**config.mk**
```make
export PLATFORM = sky130hd
export DESIGN_NAME = spi_reg_controller_flat
export DESIGN_NICKNAME = d
export VERILOG_FILES = /design/src/rtl/spi_reg_controller_if.sv /design/src/rtl/spi_reg_controller.sv /design/src/flat_wrapper.sv
export SDC_FILE = /design/constraint.sdc
export NUM_CORES = 1
export LEC_CHECK = 0
export CORE_MARGIN = 2
export CORE_UTILIZATION = 46
export CTS_CLUSTER_DIAMETER = 100
export DETAILED_ROUTE_END_ITERATION = 6
export GPL_ROUTABILITY_DRIVEN = 0
export HOLD_SLACK_MARGIN = 0.03
export PLACE_DENSITY = 0.77
export RECOVER_POWER = 100
export SYNTH_ARGS = -nofsm -noshare
export SYNTH_HDL_FRONTEND = slang
export SYNTH_SLANG_ARGS = --single-unit
```
**constraint.sdc**
```tcl
create_clock -name clk -period 4.6 [get_ports clk]
set_input_delay 0.92 -clock clk [delete_from_list [all_inputs] [get_ports clk]]
set_output_delay 0.92 -clock clk [all_outputs]
set_load 0.1 [all_outputs]
```
**src/rtl/spi_reg_controller_if.sv**
```systemverilog
// Byte-level link between the SPI byte reader and the register controller.
// The reader side drives frame/byte strobes; the controller returns the next tx byte.
interface spi_reg_controller_if;
  logic       spi_cs_n;
  logic [7:0] rx_data;
  logic       rx_valid;
  logic [7:0] tx_data;

  modport master (
    output spi_cs_n, rx_data, rx_valid,
    input  tx_data
  );

  modport slave (
    input  spi_cs_n, rx_data, rx_valid,
    output tx_data
  );
endinterface

```
**src/rtl/spi_reg_controller.sv**
```systemverilog
// Command-decoding register file behind the SPI byte reader.
// Define SPI_REG_AUTOINC_EN to advance the address after every data byte.
module spi_reg_controller #(
  parameter int         NUM_REGS  = 16,
  parameter logic [7:0] DEVICE_ID = 8'h4D
) (
  input  logic                    clk,
  input  logic                    rst,
  spi_reg_controller_if.slave     bus,
  output logic [NUM_REGS*8-1:0]   regs,
  output logic                    wr_strobe,
  output logic [3:0]              wr_addr,
  output logic                    err
);

  typedef enum logic [1:0] {
    IDLE,
    WRITE,
    READ
  } state_t;

  state_t              state_q, state_d;
  logic [3:0]          addr_q, addr_d;
  logic [7:0]          tx_q, tx_d;
  logic                we_d, err_d;
  logic [3:0]          next_addr;
  logic [3:0]          rd_addr;
  logic [7:0]          rd_data;
  logic                rd_bad;
  logic                addr_ok;
  logic [NUM_REGS*8-1:8] data_q;

  function automatic logic in_range(input logic [3:0] a);
    return int'(a) < NUM_REGS;
  endfunction

`ifdef SPI_REG_AUTOINC_EN
  assign next_addr = addr_q + 4'd1;
`else
  assign next_addr = addr_q;
`endif

  assign regs        = {data_q, DEVICE_ID};
  assign bus.tx_data = tx_q;
  assign addr_ok     = in_range(addr_q);

  // Read target: command address while idle, upcoming address otherwise.
  assign rd_addr = (state_q == IDLE) ? bus.rx_data[3:0] : next_addr;
  assign rd_bad  = !in_range(rd_addr);

  always_comb begin
    rd_data = 8'hFF;
    if (rd_addr == 4'd0)
      rd_data = DEVICE_ID;
    else if (!rd_bad)
      rd_data = regs[8*int'(rd_addr) +: 8];
  end

  always_comb begin
    state_d = state_q;
    addr_d  = addr_q;
    tx_d    = tx_q;
    we_d    = 1'b0;
    err_d   = 1'b0;
    if (bus.spi_cs_n) begin
      state_d = IDLE;
      tx_d    = 8'h00;
    end else if (bus.rx_valid) begin
      unique case (state_q)
        IDLE: begin
          addr_d = bus.rx_data[3:0];
          if (bus.rx_data[7]) begin
            state_d = WRITE;
          end else begin
            state_d = READ;
            tx_d    = rd_data;
            err_d   = rd_bad;
          end
        end
        WRITE: begin
          addr_d = next_addr;
          if (!addr_ok)
            err_d = 1'b1;
          else if (addr_q != 4'd0)
            we_d = 1'b1;
        end
        READ: begin
          addr_d = next_addr;
          tx_d   = rd_data;
          err_d  = rd_bad;
        end
        default: state_d = IDLE;
      endcase
    end
  end

  always_ff @(posedge clk or posedge rst) begin
    if (rst) begin
      state_q   <= IDLE;
      addr_q    <= 4'd0;
      tx_q      <= 8'h00;
      wr_strobe <= 1'b0;
      wr_addr   <= 4'd0;
      err       <= 1'b0;
      data_q    <= '0;
    end else begin
      state_q   <= state_d;
      addr_q    <= addr_d;
      tx_q      <= tx_d;
      wr_strobe <= we_d;
      err       <= err_d;
      if (we_d) begin
        wr_addr <= addr_q;
        data_q[8*int'(addr_q) +: 8] <= bus.rx_data;
      end
    end
  end

endmodule

```
**src/flat_wrapper.sv**
```systemverilog
// flat-port wrapper written by rule: the top's interface ports become plain ports
module spi_reg_controller_flat 
#(
  parameter int         NUM_REGS  = 16,
  parameter logic [7:0] DEVICE_ID = 8'h4D
)
  (clk, rst, regs, wr_strobe, wr_addr, err, bus_spi_cs_n, bus_rx_data, bus_rx_valid, bus_tx_data);
  spi_reg_controller_if bus_i ();
  input  logic clk;
  input  logic rst;
  output logic [NUM_REGS*8-1:0] regs;
  output logic wr_strobe;
  output logic [3:0] wr_addr;
  output logic err;
  input wire logic [$bits(bus_i.spi_cs_n)-1:0] bus_spi_cs_n;
  input wire logic [$bits(bus_i.rx_data)-1:0] bus_rx_data;
  input wire logic [$bits(bus_i.rx_valid)-1:0] bus_rx_valid;
  output wire logic [$bits(bus_i.tx_data)-1:0] bus_tx_data;
  assign bus_i.spi_cs_n = bus_spi_cs_n;
  assign bus_i.rx_data = bus_rx_data;
  assign bus_i.rx_valid = bus_rx_valid;
  assign bus_tx_data = bus_i.tx_data;
  spi_reg_controller #(.NUM_REGS(NUM_REGS), .DEVICE_ID(DEVICE_ID)) u_core (.clk(clk), .rst(rst), .bus(bus_i), .regs(regs), .wr_strobe(wr_strobe), .wr_addr(wr_addr), .err(err));
endmodule
```
Word level (Yosys, flattened, before mapping). Index checks and enable logic that the tools add are counted.

Bits in registers: 139. Output and inout port bits: 142. Input bits: 12. Logic and storage cells: 39.

Add/subtract/negate cells: 1. Eq/ne operators: 4. Bitwise operators: 1. Reduce and logical (&&, ||, !) cells: 9. Multiplexer cells: 15. Shifts and indexed selects: 3.

Operators with widths (count): $shift A8 B33 Y128 const A (1); $shiftx A128 B8 Y8 (1); $shiftx A8 B33 Y128 (1); $bwmux W120 (1); $neg A7 Y33 (1); $mux W8 (4); $pmux W8 S2 (1); $mux W2 (3); $logic_not A4 Y1 (1); $mux W1 (4); $mux W4 (1); $pmux W2 S2 (1); $reduce_and A2 Y1 (2); $reduce_bool A4 Y1 (1); $ne A3 B3 Y1 const B (1); $reduce_and A3 Y1 (1); $reduce_bool A3 Y1 (1); $eq A2 B1 Y1 const B (1); $eq A2 B2 Y1 const B (1); $logic_not A2 Y1 (1); $ne A2 B1 Y1 const B (1); $reduce_bool A2 Y1 (1); $reduce_or A2 Y1 (1); $not A1 Y1 (1).

Depth between registers and ports, before layout.
Depth after elaboration: 8. Gate-level depth with buffers: 12. Depth with buffers taken out: 7.

Worst setup path before layout. No wires, ideal clock.

Kind: input-to-reg. Start: in bus_rx_data[0]. End: reg u_core.tx_q[2], in the netlist u_core.bus.tx_data[2]. Stages on the path: 8. Path buffers: 4. Arrival time: 2.231 ns. Setup time: 0.129 ns. Setup slack: 2.239 ns. Cells stage by stage: buf_6 > mux2_4 > buf_6 > buf_12 > buf_2 > or3_1 > o2111ai_1 > nand3_1.

Longest elaborated chain between the ends: 7. Elaborated cells on any way between the ends: 8. Classes of those cells: shift: 1; mux: 6; reduce/logical: 1.

RTL lines: start, declared (RTL line flat_wrapper.sv:16) `input wire logic [$bits(bus_i.rx_data)-1:0] bus_rx_data;`; $mux W4 * (RTL line spi_reg_controller.sv:48) `assign rd_addr = (state_q == IDLE) ? bus.rx_data[3:0] : next_addr;`; $shiftx A128 B8 Y8 or $logic_not A4 Y1 (tied branches) (RTL line spi_reg_controller.sv:56, spi_reg_controller.sv:53); $mux W8 * (RTL line spi_reg_controller.sv:53) `if (rd_addr == 4'd0)`; $mux W8 (RTL line spi_reg_controller.sv:72) `if (bus.rx_data[7]) begin`; $pmux W8 S2 * (RTL line spi_reg_controller.sv:69) `unique case (state_q)`; $mux W8 * (RTL line spi_reg_controller.sv:68) `end else if (bus.rx_valid) begin`; $mux W8 * (RTL line spi_reg_controller.sv:65) `if (bus.spi_cs_n) begin`; end signal, assigned (RTL line spi_reg_controller.sv:109) `tx_q <= tx_d;`; end, declared (RTL line spi_reg_controller.sv:24) `logic [7:0] tx_q, tx_d;`.

Every way passes the cells marked *; elsewhere a longest branch is shown, timed or not. The select of a mux whose other input is x is not followed. A chain may end at the register's enable or synchronous reset.

Final worst setup path.
Start: reg u_core.state_q[0]. End: reg u_core.tx_q[0], in the netlist u_core.bus.tx_data[0].

Longest elaborated chain between the ends: 8. Elaborated cells on any way between the ends: 13. Classes of those cells: eq/ne: 2; shift: 1; mux: 6; reduce/logical: 4.

RTL lines: start, declared (RTL line spi_reg_controller.sv:22) `state_t state_q, state_d;`; start signal, assigned (RTL line spi_reg_controller.sv:107) `state_q <= state_d;`; $logic_not A2 Y1 (RTL line spi_reg_controller.sv:48, spi_reg_controller.sv:69); $mux W4 (RTL line spi_reg_controller.sv:48); $shiftx A128 B8 Y8 or $logic_not A4 Y1 (tied branches) (RTL line spi_reg_controller.sv:56, spi_reg_controller.sv:53); $mux W8 (RTL line spi_reg_controller.sv:53); $mux W8 (RTL line spi_reg_controller.sv:72); $pmux W8 S2 (RTL line spi_reg_controller.sv:69); $mux W8 (RTL line spi_reg_controller.sv:68); $mux W8 (RTL line spi_reg_controller.sv:65).

Parallel ways exist; a longest one is shown, timed or not. The select of a mux whose other input is x is not followed.

==> flow_summary.yaml <==
outcome:
  status: "complete, but fails checks"
  violations: "capacitance limit, slew limit"
timing:
  setup_viol: 0
  rsz0062_at_grt: "no"
  hold_viol_final: 0
  min_period_over_period: 0.797
  worst_slack_ps: 936
  final_max_slew_viol_count: 73
  relSlewSlack: -0.189
  period_needed_ps: 3660
  worst_pin_slew_ps: 1780
  setup_tns_ps: 0
  fmax_mhz: 273
  skew_ps: 7.74
clock_tree:
  cts-buffers-inserted: 17
  cts.sinks: 139
  cts_max_path_buffers: 2
  hold_buffers: 0
  tritoncts: "done"
  post_cts_buffers: 0
  cts-root-buf: "clkbuf_16"
  clkTransAtPathRegs_ps: 60
  cts_resized: 0
  insertion_delay_ps: 430
  h-tree-depth: 4
logic_synthesis:
  synth_edf_count: 0
  ys_warn_count: 0
  synthArstFlopShare: 1.00
  synth_cell_types: 53
  ys_ff_latch: 139
  syn_area_per_cell_um2: 9.14
  syn_area_um2: 6950
  syn-instance-count: 760
  seq_area_frac_synth: 0.501
  ys.flop_type: "dfrtp_1"
drt:
  num_vias: 6525
  finalWirelength_um: 23700
  initialDrtViolationCount: 843
  avgViaCountPerCell: 6.06
  wl_per_cell_um: 22.1
  first_pass_iters: 6
  ant_nets: 0
  drcViolationCount: 0
critical_path:
  critPathLaunchType: "flop"
  cpPeakStageDelay_ps: 1400
  reg2regPathDepth: 7
  rrSetupSlack_ps: 940
  r2r_start: "u_core.state_q[0]"
  crit_arrival_ps: 3960
  crit_slowest_cell: "mux2_1"
  cp.required_ps: 4900
  cp-end-kind: "flop"
  cp_max_fo: 35
  path_class: "flop to flop"
  r2r_end: "u_core.bus.tx_data[0]"
  worstPathCellList: "inv_1 > ha_1 > buf_4 > mux2_1 > mux4_1 > a22oi_1 > nand3_1"
power_and_ir_drop:
  p_per_area_nw_per_um2: 396
  p_leak_nw: 4.09
  peakVddDrop_v: 0.000272
finish:
  layout.nets: 897
  antenna_cells: 0
  ff_latch_area_um2: 3480
  final_area_um2: 8910
  layout.cells.non_filler: 1076
  final_common_cell: "nand2_1"
  layout_common_cells: "nand2_1 (203), dfrtp_1 (139), dlygate4sd3_1 (136)"
  fin_util: 0.609
  fill_cells: 1258
  syn_to_final_growth_pct: 28.3
  final_layout_size_suffix_gt1_frac: 0.0628
  multi_input_area_um2: 3050
die:
  die_w_um: 127
  core_region_area_um2: 14600
  rows: 44
  die_y_um: 127
  pin_count: 154
  start_util: 0.474
  die_area_um2: 16100
place:
  detailed_place_hpwl_um: 17400
  dpl_cell_area_um2: 8400
  placed_cells: 1045
  post-place-ws_ps: 1430
  port_buffers: 144
global_routing:
  grt_pass1_wl_um: 35900
  overflow: 0
  grt.total_usage: 0.300
  grt_pass1_vias: 6032
  grt_max_degree: 52
  antenna_found_initial: 1
job:
  maxCapViolations: 2
worst_hold_path:
  hp-class: "flop to flop"
  hold_depth: 2
  min_to: "u_core.data_q[61]"
  hold_start: "u_core.data_q[61]"
==> sequential cells by signal (all words and copies together) (netlist names) <==
| signal | flops |
|---|---|
| u_core.state_q | 2 |
| u_core.bus.tx_data | 8 |
| u_core.data_q | 120 |
| u_core.wr_addr | 4 |
| u_core.addr_q | 4 |
| u_core.wr_strobe | 1 |
==> cells by family (layout without fill, tap and decap cells) <==
kind of cell               count (synthesis)  in the layout  synth area share
other                                      2              9           0.00108
adders and majority gates                  5              5           0.00901
buffers and inverters                     85            210            0.0612
xor gates and xnor gates                   2              2           0.00252
DFF                                      139            139             0.501
muxes                                     41             41            0.0811
AOI/OAI and AO/OA                        197            197             0.166
and+or+nand+nor                          289            289             0.178
==> cells in the mapped netlist, drive strengths merged, types with 5 or more instances <==
cell,n,area (µm²)
clkbuf,27,105
inv,25,93.8
nand2b,10,62.6
a21oi,7,35.0
o31ai,10,75.1
mux2i,24,244
a22oi,5,42.5
dfrtp,139,3480
buf,33,226
nor2b,7,43.8
mux2,7,82.6
a31oi,7,43.8
mux4,10,236
o21ai,133,666
nor2,14,52.6
ha,5,62.6
nand2,203,762
nor3,9,45.0
a211oi,6,55.1
nand3,28,140
==> critical path: cells and delay by family (launching register included) <==
kind	cells	cell delay, ps
adder cells (fa/ha/maj)	1	140
AO/OA/AOI/OAI	1	240
flip-flops	1	400
multiplexers	2	2190
AND/OR/NAND/NOR	1	110
buffers and inverters	2	410
==> final cells by class <==
| class | count | share of cell area |
|---|---|---|
| Sequential cell | 139 | 0.390 |
| Multi-Input combinational cell | 543 | 0.342 |
| Timing Repair Buffer | 154 | 0.169 |
| Clock buffer | 21 | 0.0505 |
| Tap cell | 184 | 0.0258 |
| Clock inverter | 10 | 0.0107 |
| Inverter | 25 | 0.0107 |
==> power breakdown <==
group          internal (mW)  leakage, nW  switching, mW
Clock                  0.753        0.252          0.530
Sequential              1.27         1.89         0.0655
Combinational          0.207         1.95          0.697
==> per-layer routing <==
layer | track usage | up-vias | part of all wire
met5 | 0 | - | 0.00055
met4 | 0.139 | 2 | 0.046
met3 | 0.0941 | 85 | 0.11
met2 | 0.441 | 433 | 0.45
met1 | 0.406 | 3139 | 0.39
li1 | - | 2866 | -
==> through the flow <==
step / power [mW] / hold slack, ps
floorplan: 2.07 / 526
global placement: 2.27 / 484
detailed placement: 2.27 / 491
CTS: 3.54 / 505
global route: 3.63 / 525
finish: 3.53 / 498
==> worst max path at each step <==
stage	cells after the start	start	endpoint	slack, ps
finish	7	u_core.state_q[0]	u_core.bus.tx_data[0]	940
CTS	1	u_core.data_q[100]	regs[100]	1610
floorplan	1	rst	u_core.addr_q[0]	1940
global placement	7	bus_rx_data[1]	u_core.bus.tx_data[0]	1440
detailed placement	7	bus_rx_data[1]	u_core.bus.tx_data[0]	1430
global route	7	u_core.state_q[0]	u_core.bus.tx_data[0]	710
(Power assumes the default switching activity.)
